File: src/rtl/mini_car_planner_if.sv
// ---------------------------------------------------------------------------
// mini_car_planner_if
// Groups the sensor inputs and the planner outputs of mini_car_planner.
//   enable   : run request (level, synchronous)
//   track    : 4 line sensors, 1 = line seen, bit3 = leftmost
//   obstacle : asynchronous obstacle detector, 1 = obstacle ahead
//   Action   : registered action code for the motor-action driver
//   state    : current planner state (IDLE=0 .. LOST=5)
//   busy     : high during the stop/retreat/spin sequence
//   fault    : sticky lost-line flag
// master = sensor/host side, slave = planner side.
// ---------------------------------------------------------------------------
interface mini_car_planner_if;
   logic       enable;
   logic [3:0] track;
   logic       obstacle;
   logic [3:0] Action;
   logic [2:0] state;
   logic       busy;
   logic       fault;

   modport master (
      output enable, track, obstacle,
      input  Action, state, busy, fault
   );

   modport slave (
      input  enable, track, obstacle,
      output Action, state, busy, fault
   );
endinterface

File: src/rtl/mini_car_planner.sv
// ---------------------------------------------------------------------------
// mini_car_planner
// Line-following planner: decodes the line sensors into motor action codes,
// runs a timed stop/retreat/spin sequence when an obstacle is seen, searches
// using the last turn direction when the line is lost and raises a sticky
// fault if searching takes too long.
// Ports:
//   clk_in : system clock, all logic on its rising edge
//   rst_n  : asynchronous active-low reset
//   bus    : mini_car_planner_if.slave (enable, track, obstacle in;
//            Action, state, busy, fault out)
// Parameters:
//   TICK_DIV   : clk_in cycles per 1 ms tick
//   STOP_MS    : ms held in STOP before retreating
//   RETREAT_MS : ms spent retreating (BACK)
//   SPIN_MS    : ms spent spinning (SPIN)
//   LOST_MS    : ms of searching before a fault is declared
// ---------------------------------------------------------------------------
module mini_car_planner #(
   parameter int unsigned TICK_DIV   = 100000,
   parameter int unsigned STOP_MS    = 100,
   parameter int unsigned RETREAT_MS = 300,
   parameter int unsigned SPIN_MS    = 400,
   parameter int unsigned LOST_MS    = 1000
) (
   input logic              clk_in,
   input logic              rst_n,
   mini_car_planner_if.slave bus
);

   localparam logic [3:0] ACT_SLOW    = 4'h1;
   localparam logic [3:0] ACT_NORM    = 4'h2;
   localparam logic [3:0] ACT_FAST    = 4'h3;
   localparam logic [3:0] ACT_TURN_L  = 4'h4;
   localparam logic [3:0] ACT_TURN_R  = 4'h5;
   localparam logic [3:0] ACT_STURN_L = 4'h6;
   localparam logic [3:0] ACT_STURN_R = 4'h7;
   localparam logic [3:0] ACT_REV_L   = 4'h8;
   localparam logic [3:0] ACT_RETREAT = 4'hA;
   localparam logic [3:0] ACT_STOP    = 4'hF;

   localparam int unsigned PW = (TICK_DIV > 1) ? $clog2(TICK_DIV) : 1;
   localparam int unsigned MAX_AB = (STOP_MS > RETREAT_MS) ? STOP_MS : RETREAT_MS;
   localparam int unsigned MAX_CD = (SPIN_MS > LOST_MS) ? SPIN_MS : LOST_MS;
   localparam int unsigned MS_MAX = (MAX_AB > MAX_CD) ? MAX_AB : MAX_CD;
   localparam int unsigned MW = $clog2(MS_MAX + 1);

   typedef enum logic [2:0] {
      IDLE  = 3'd0,
      TRACK = 3'd1,
      STOP  = 3'd2,
      BACK  = 3'd3,
      SPIN  = 3'd4,
      LOST  = 3'd5
   } state_t;

   typedef enum logic [1:0] {
      TURN_NONE = 2'd0,
      TURN_L    = 2'd1,
      TURN_R    = 2'd2
   } turn_t;

   state_t          st;
   turn_t           last_turn;
   logic [3:0]      action_q;
   logic            busy_q;
   logic            fault_q;
   logic            obs_meta;
   logic            obs_s;
   logic [PW-1:0]   presc;
   logic [MW-1:0]   ms_cnt;
   logic            tick;
   logic            stop_done;
   logic            back_done;
   logic            spin_done;
   logic            lost_done;
   logic [3:0]      track_code;

   // Sensor pattern to action code; 0000 never reaches this (handled as LOST).
   function automatic logic [3:0] decode(input logic [3:0] t);
      logic [3:0] code;
      case (t)
         4'b0110:          code = ACT_FAST;
         4'b0100:          code = ACT_TURN_L;
         4'b0010:          code = ACT_TURN_R;
         4'b1000, 4'b1100: code = ACT_STURN_L;
         4'b0001, 4'b0011: code = ACT_STURN_R;
         4'b1111:          code = ACT_NORM;
         default:          code = ACT_SLOW;
      endcase
      return code;
   endfunction

   assign track_code = decode(bus.track);
   assign tick       = (presc == PW'(TICK_DIV - 1));

   // A timed state exits on the tick that brings the ms counter to N.
   assign stop_done = tick && (ms_cnt == MW'(STOP_MS - 1));
   assign back_done = tick && (ms_cnt == MW'(RETREAT_MS - 1));
   assign spin_done = tick && (ms_cnt == MW'(SPIN_MS - 1));
   assign lost_done = tick && (ms_cnt == MW'(LOST_MS - 1));

   always_ff @(posedge clk_in or negedge rst_n) begin
      if (!rst_n) begin
         obs_meta <= 1'b0;
         obs_s    <= 1'b0;
      end else begin
         obs_meta <= bus.obstacle;
         obs_s    <= obs_meta;
      end
   end

   // Every state entry below also clears presc/ms_cnt; those later
   // non-blocking writes override the free-running update at the top.
   always_ff @(posedge clk_in or negedge rst_n) begin
      if (!rst_n) begin
         st        <= IDLE;
         action_q  <= ACT_STOP;
         busy_q    <= 1'b0;
         fault_q   <= 1'b0;
         last_turn <= TURN_NONE;
         presc     <= '0;
         ms_cnt    <= '0;
      end else begin
         presc  <= tick ? '0 : presc + PW'(1);
         ms_cnt <= tick ? ms_cnt + MW'(1) : ms_cnt;

         if (!bus.enable) begin
            st       <= IDLE;
            action_q <= ACT_STOP;
            busy_q   <= 1'b0;
            fault_q  <= 1'b0;
            presc    <= '0;
            ms_cnt   <= '0;
         end else begin
            case (st)
               IDLE: begin
                  action_q <= ACT_STOP;
                  if (!fault_q) begin
                     st     <= TRACK;
                     presc  <= '0;
                     ms_cnt <= '0;
                  end
               end

               TRACK: begin
                  if (obs_s) begin
                     st       <= STOP;
                     action_q <= ACT_STOP;
                     busy_q   <= 1'b1;
                     presc    <= '0;
                     ms_cnt   <= '0;
                  end else if (bus.track == '0) begin
                     st     <= LOST;
                     presc  <= '0;
                     ms_cnt <= '0;
                     case (last_turn)
                        TURN_L:  action_q <= ACT_STURN_L;
                        TURN_R:  action_q <= ACT_STURN_R;
                        default: action_q <= ACT_SLOW;
                     endcase
                  end else begin
                     action_q <= track_code;
                     if (track_code == ACT_TURN_L || track_code == ACT_STURN_L)
                        last_turn <= TURN_L;
                     else if (track_code == ACT_TURN_R || track_code == ACT_STURN_R)
                        last_turn <= TURN_R;
                  end
               end

               STOP: begin
                  if (stop_done) begin
                     st       <= BACK;
                     action_q <= ACT_RETREAT;
                     presc    <= '0;
                     ms_cnt   <= '0;
                  end
               end

               BACK: begin
                  if (back_done) begin
                     st       <= SPIN;
                     action_q <= ACT_REV_L;
                     presc    <= '0;
                     ms_cnt   <= '0;
                  end
               end

               SPIN: begin
                  if (spin_done) begin
                     st     <= TRACK;
                     busy_q <= 1'b0;
                     presc  <= '0;
                     ms_cnt <= '0;
                  end
               end

               LOST: begin
                  if (obs_s) begin
                     st       <= STOP;
                     action_q <= ACT_STOP;
                     busy_q   <= 1'b1;
                     presc    <= '0;
                     ms_cnt   <= '0;
                  end else if (bus.track != '0) begin
                     st     <= TRACK;
                     presc  <= '0;
                     ms_cnt <= '0;
                  end else if (lost_done) begin
                     st       <= IDLE;
                     action_q <= ACT_STOP;
                     fault_q  <= 1'b1;
                     presc    <= '0;
                     ms_cnt   <= '0;
                  end
               end

               default: begin
                  st       <= IDLE;
                  action_q <= ACT_STOP;
                  busy_q   <= 1'b0;
                  presc    <= '0;
                  ms_cnt   <= '0;
               end
            endcase
         end
      end
   end

   assign bus.Action = action_q;
   assign bus.state  = st;
   assign bus.busy   = busy_q;
   assign bus.fault  = fault_q;

endmodule

File: src/flat_wrapper.sv
// flat-port wrapper written by rule: the top's interface ports become plain ports
module mini_car_planner_flat 
#(
   parameter int unsigned TICK_DIV   = 100000,
   parameter int unsigned STOP_MS    = 100,
   parameter int unsigned RETREAT_MS = 300,
   parameter int unsigned SPIN_MS    = 400,
   parameter int unsigned LOST_MS    = 1000
)
  (clk_in, rst_n, bus_enable, bus_track, bus_obstacle, bus_Action, bus_state, bus_busy, bus_fault);
  mini_car_planner_if bus_i ();
  input logic clk_in;
  input logic rst_n;
  input wire logic [$bits(bus_i.enable)-1:0] bus_enable;
  input wire logic [$bits(bus_i.track)-1:0] bus_track;
  input wire logic [$bits(bus_i.obstacle)-1:0] bus_obstacle;
  output wire logic [$bits(bus_i.Action)-1:0] bus_Action;
  output wire logic [$bits(bus_i.state)-1:0] bus_state;
  output wire logic [$bits(bus_i.busy)-1:0] bus_busy;
  output wire logic [$bits(bus_i.fault)-1:0] bus_fault;
  assign bus_i.enable = bus_enable;
  assign bus_i.track = bus_track;
  assign bus_i.obstacle = bus_obstacle;
  assign bus_Action = bus_i.Action;
  assign bus_state = bus_i.state;
  assign bus_busy = bus_i.busy;
  assign bus_fault = bus_i.fault;
  mini_car_planner #(.TICK_DIV(TICK_DIV), .STOP_MS(STOP_MS), .RETREAT_MS(RETREAT_MS), .SPIN_MS(SPIN_MS), .LOST_MS(LOST_MS)) u_core (.clk_in(clk_in), .rst_n(rst_n), .bus(bus_i));
endmodule
File: config.mk
export PLATFORM = sky130hd
export DESIGN_NAME = mini_car_planner_flat
export DESIGN_NICKNAME = d
export VERILOG_FILES = /design/src/rtl/mini_car_planner_if.sv /design/src/rtl/mini_car_planner.sv /design/src/flat_wrapper.sv
export SDC_FILE = /design/constraint.sdc
export NUM_CORES = 1
export LEC_CHECK = 0
export ABC_AREA = 1
export CORE_UTILIZATION = 35
export CTS_BUF_LIST = sky130_fd_sc_hd__clkbuf_8 sky130_fd_sc_hd__clkbuf_16
export DETAILED_ROUTE_END_ITERATION = 8
export GPL_TIMING_DRIVEN = 0
export PLACE_DENSITY = 0.6
export SLEW_MARGIN = 40
export SYNTH_ARGS = -nofsm -noshare
export SYNTH_HDL_FRONTEND = slang
export SYNTH_SLANG_ARGS = --single-unit
File: constraint.sdc
create_clock -name clk_in -period 3 [get_ports clk_in]
set_input_delay 0.6 -clock clk_in [delete_from_list [all_inputs] [get_ports clk_in]]
set_output_delay 0.6 -clock clk_in [all_outputs]
set_load 0.02 [all_outputs]
==> impl_metrics.ini, run 1 <==
[run_status]
outcome = finished clean

[final_layout]
antenna_cells = 0
final_common_cell = nand2_1
drive_gt1_share_pct = 16.2
final_nets = 421
n_fill_cell = 780
synthToLayoutAreaGrowth_pct = 14.9
final_cell_mix = nand2_1, nor2_1, inv_1

[logic_synthesis]
synthCells = 383
synth_seq_area_share_pct = 36.6
ys_types = 31
synth_area_um2 = 2750
ys.flop_type = dfrtp_1
synth-seq-cells = 40
async_flop_share_pct = 100
post_synth.cell_area_avg_um2 = 7.17
ys_warn_count = 0
syn_nets = 398
synth_edf_count = 0

[run]
maxCapViolCount = 0

[routing]
dr_total_vias = 2389
postRouteAntennaNets = 0
drtIter0Drc = 122
drt_pass1_iterations = 4
routedWlPerCell_um = 11.6
vias_per_cell = 4.72
wirelength_mm = 5.87
drcViolationCount = 0

[global_route]
grt_pass1_wl_mm = 10.4
grt_pass1_vias = 2331
grt_max_degree = 41
gr-total-overflow = 0
grt_usage_pct = 15.5
antenna_found_initial = 0

[clock_network]
cts_buffers = 5
ctsResizeCount = 0
cts.sinks = 40
ctsHoldBuffers = 0
clkLatencyLatePin_ps = 290
path_clk_slew_ps = 80
clock-root-buffer = clkbuf_8
clockBufferDepth = 2
cts_setup_buffers = 0
htreeDepth = 2
cts_tree = built

[worst_setup_path]
crit_start = bus_track[0]
critPathKind = input port to flop
end_kind = flop
crit_arrival_ps = 2410
timing.rr.start = u_core.presc[0]$_DFF_PN0_
required_ps = 3220
start_kind = input port
cp_max_fo = 10

[timing]
relSlewSlack_pct = 65.0
finalSetupViolCount = 0
fmax_ghz = 0.458
finalSetupTns_ps = 0
tightest_slew_ps = 525
fin_ws_ps = 815
period_minus_slack_ps = 2190
rsz0062_at_grt = false
fin_skew_ps = 10.5
final_max_slew_viol_count = 0
final_hold_viol_count = 0
period_share_pct = 72.8

[placement]
dp_hpwl_mm = 4.46
gp_congestion = 0.887
port_buffers = 16
post-place-ws_ps = 511

[floorplanning]
fp.dieW_um = 90.6
die_area_um2 = 8200
fp.dieH_um = 90.6
coreArea_um2 = 7410
start_util_pct = 37.1
placementRows = 31
io_pins = 17

[hold_path]
hold_path_class = input port to async pin

[power_and_ir_drop]
p_per_area_nw_per_um2 = 579
p_leak_nw = 1.41
ir_drop_mv = 0.376
## cells by family after synthesis
family	after synthesis	share of synthesized area (%)
DFF	40	36.6
buffers and inverters	58	8.66
AOI/OAI and AO/OA	30	5.83
xor gates and xnor gates	11	3.51
and+or+nand+nor	237	42.2
adders and majority gates	7	3.19
## worst max-delay path, cell delays in order
cell and delay, ps:
clkdlybuf4s50_1 390, inv_1 90, ha_1 230, nand3_1 220, nor3_2 290, a21oi_1 90
nand2_2 130, nand2_4 90, buf_6 170, nor2_1 100
## synth_stat cells, types with 2 or more instances
cell	count	share of area, %
nor2_2	18	4.1
inv_1	48	6.6
a21oi_1	13	2.4
buf_4	2	0.55
nor3b_1	2	0.55
nand3_2	2	0.73
dfstp_2	4	3.8
ha_1	7	3.2
inv_2	6	0.82
nor2_1	59	8.1
nand2_1	87	12
xor2_1	11	3.5
nand3_1	30	5.5
nand2_2	11	2.5
o21ai_0	13	2.4
nand4_1	4	0.91
dfrtp_1	36	33
nor3_1	11	2.0
nor2_4	4	1.6
nand2_4	2	0.82
nor3_2	3	1.1
## per-stage QoR
stage	std cells	util, %	hold WS [ps]	instance area [µm²]	power, mW
after floorplan	383	-	304	2750	1.15
after global placement	498	40.9	344	3030	1.35
after detailed placement	498	40.9	339	3030	1.35
after CTS	506	42.6	296	3150	1.84
after global routing	506	42.6	326	3150	1.95
final	506	42.6	278	3150	1.82
## routing by layer
layer | track usage, % | wire [µm]
met1 | 21.2 | 3050
met5 | 0 | 0
met4 | 4.84 | 59
met2 | 24.9 | 2620
met3 | 2.53 | 137
## power by group
| group | total, mW | switching, mW | internal [mW] | leakage, nW |
|---|---|---|---|---|
| clock network | 0.482 | 0.188 | 0.294 | 0.0645 |
| logic | 0.667 | 0.422 | 0.246 | 0.809 |
| registers | 0.676 | 0.0584 | 0.617 | 0.533 |
| total | 1.82 | 0.668 | 1.16 | 1.41 |
## final timing paths
| kind | slack (ps) | endpoint | depth (start not counted) |
|---|---|---|---|
| max in group asynchronous | 2340 | u_core.bus.Action[0]$_DFFE_PN1P_ | 1 |
| max | 810 | u_core.presc[14]$_DFF_PN0_ | 10 |
| min | 280 | u_core.presc[10]$_DFF_PN0_ | 1 |
| min in group clk_in | 350 | u_core.obs_s$_DFF_PN0_ | 0 |
| min reg2reg | 350 | u_core.obs_s$_DFF_PN0_ | 0 |
| max reg2reg | 1150 | u_core.ms_cnt[3]$_DFF_PN0_ | 10 |
## flip-flops by register name, summed over array words and instances, names as in the netlist
name and count:
u_core.bus.Action 4, u_core.last_turn 2, u_core.ms_cnt 10, u_core.obs_meta 1, u_core.presc 17, u_core.obs_s 1, u_core.bus.fault 1, u_core.bus.state 3
u_core.bus.busy 1
## cell type report
| type | count | area [µm²] | share of cell area, % |
|---|---|---|---|
| clock inverters | 1 | 30.0 | 0.952 |
| repair buffers | 16 | 158 | 5.00 |
| well taps | 99 | 124 | 3.93 |
| flip-flops and latches | 40 | 1010 | 31.9 |
| plain buffers | 3 | 26.3 | 0.833 |
| clock buffers | 7 | 96.3 | 3.05 |
| multi-input cells | 285 | 1500 | 47.6 |
| inverters | 55 | 211 | 6.70 |
Note: power is estimated with default switching activity, not from simulation.
==> run 2: changes to the inputs <==
- PLACE_DENSITY: 0.6 -> 0.62
- clock period: 3 -> 1.9 ns (I/O delays scaled with it)
==> impl_metrics.ini, run 2 (synthesis results as in run 1) <==
[worst_setup_path]
crit_chain = clkdlybuf4s50_1
critPathMaxStageDelay_ps = 660
start_kind = flop
required_ps = 1520
critPathKind = flop to output pin
crit_arrival_ps = 1460
cpMaxStageDelayCell = clkdlybuf4s50_1
critPathBufInv = 1
end_kind = output pin
worst_path_dominant_cell_family = buffers and inverters
cp_max_fo = 6

[power_and_ir_drop]
p_int_mw = 1.81
switching_share_pct = 37.9
p_per_area_nw_per_um2 = 891
p_clk_share_pct = 25.7
p_switching_mw = 1.10
sequentialPowerShare_pct = 36.9
finalPower_mw = 2.91
p_leak_nw = 1.47
p_comb_share_pct = 37.4
ir_drop_mv = 0.612

[clock_network]
clock-root-buffer = clkbuf_8
cts.sinks = 40
cts_tree = built
htreeDepth = 2
clkLatencyLatePin_ps = 300
clockBufferDepth = 2
path_clk_slew_ps = 90
ctsHoldBuffers = 0
cts_buffers = 5

[routing]
dr_total_vias = 2465
wirelength_mm = 6.02
vias_per_cell = 4.80
routedWlPerCell_um = 11.7
drcViolationCount = 0
drtIter0Drc = 114
postRouteAntennaNets = 0
drt_pass1_iterations = 4

[placement]
gp_congestion = 0.850
port_buffers = 16
placedCellCount = 498
dp_hpwl_mm = 4.39

[run_status]
outcome = finished clean

[final_layout]
final_nets = 429
finalNonFillerCells = 514
regMostFlops = u_core.presc
drive_gt1_share_pct = 20.2
final_cell_mix = nand2_1, nor2_1, inv_1
synthToLayoutAreaGrowth_pct = 19.0
antenna_cells = 0
n_fill_cell = 726
largest_reg_flops = 17
final_common_cell = nand2_1

[floorplanning]
placementRows = 31
die_area_um2 = 8200
fp.dieH_um = 90.6
io_pins = 17
coreArea_um2 = 7410
start_util_pct = 37.1
fp.dieW_um = 90.6

[global_route]
grt_pass1_vias = 2312
grt_max_degree = 41
grt_pass1_wl_mm = 10.1
antenna_found_initial = 0
gr-total-overflow = 0
grt_usage_pct = 15.1

[timing]
finalSetupViolCount = 0
final_hold_viol_count = 0
relSlewSlack_pct = 65.2
tightest_slew_ps = 522
final_max_slew_viol_count = 0
fin_skew_ps = 12.9
period_share_pct = 97.0
period_minus_slack_ps = 1840
fmax_ghz = 0.543
rsz0062_at_grt = true

[hold_path]
hold_path_class = input port to async pin

[run]
maxCapViolCount = 0
[run 2: cell count changes in the layout (fill, tap and decap cells not counted), moves of 2 or more]
cell / delta
a21oi_2: +2
a21oi_1: -2
ha_1: -2
nand2_1: -4
nand2_2: +3
buf_4: +7
[run 2: per-stage QoR]
stage / worst slack [ps] / utilization (%) / TNS [ps] / cell area, µm² / hold WS, ps
floorplan: 294 / - / 0 / 2750 / 84.4
global placement: -693 / 40.9 / -35750 / 3030 / 341
detailed placement: -385 / 40.9 / -10410 / 3030 / 346
CTS: 17.3 / 42.6 / 0 / 3150 / 75.3
global route: -52.2 / 44.1 / -473 / 3270 / 101
finish: 57.1 / 44.1 / 0 / 3270 / 48.8
[run 2: final timing paths]
path | start | endpoint | slack (ps) | depth (start not counted)
worst min-delay path | rst_n | u_core.presc[14]$_DFF_PN0_ | 50 | 1
max in group asynchronous | rst_n | u_core.bus.Action[2]$_DFFE_PN1P_ | 1470 | 1
min in group clk_in | u_core.obs_meta$_DFF_PN0_ | u_core.obs_s$_DFF_PN0_ | 360 | 0
worst max-delay path | u_core.bus.state[1]$_DFFE_PN0P_ | bus_state[1] | 60 | 1
worst min register to register | u_core.obs_meta$_DFF_PN0_ | u_core.obs_s$_DFF_PN0_ | 360 | 0
worst max register to register | u_core.presc[0]$_DFF_PN0_ | u_core.ms_cnt[2]$_DFF_PN0_ | 70 | 10
[run 2: cell type report]
| class | count | area, µm² | share of cell area [%] |
|---|---|---|---|
| plain buffers | 3 | 26.3 | 0.804 |
| clock buffers | 6 | 82.6 | 2.53 |
| clock inverters | 2 | 38.8 | 1.19 |
| inverters | 55 | 214 | 6.54 |
| multi-input cells | 285 | 1560 | 47.8 |
| flip-flops and latches | 40 | 1010 | 30.8 |
| well taps | 99 | 124 | 3.79 |
| repair buffers | 23 | 210 | 6.43 |
| repair inverters | 1 | 6.26 | 0.191 |
[run 2: repair_timing]
action                     4_1_cts  5_1_grt
resized for setup                1       14
setup endpoints to repair       20       31
buffers inserted                 0        7
pin swaps                        1       10
cloned                           0        1
[run 2: metal layers]
layer	track usage (%)	up-vias	part of all wire, %
li1	-	1266	-
met1	20.2	1150	51
met5	0	-	0
met3	2.53	7	2.7
met4	5.24	0	1.5
met2	24.4	42	45
[run 2: power by group through the flow]
stage | sequential [mW] | combinational (mW) | clock, mW
4_1_cts | 1.07 | 1.05 | 0.768
5_1_grt | 1.09 | 1.22 | 0.794
3_3_place_gp | 1.08 | 1.05 | 0
3_5_place_dp | 1.08 | 1.05 | 0
2_1_floorplan | 1.14 | 0.666 | 0
6_report | 1.07 | 1.09 | 0.750
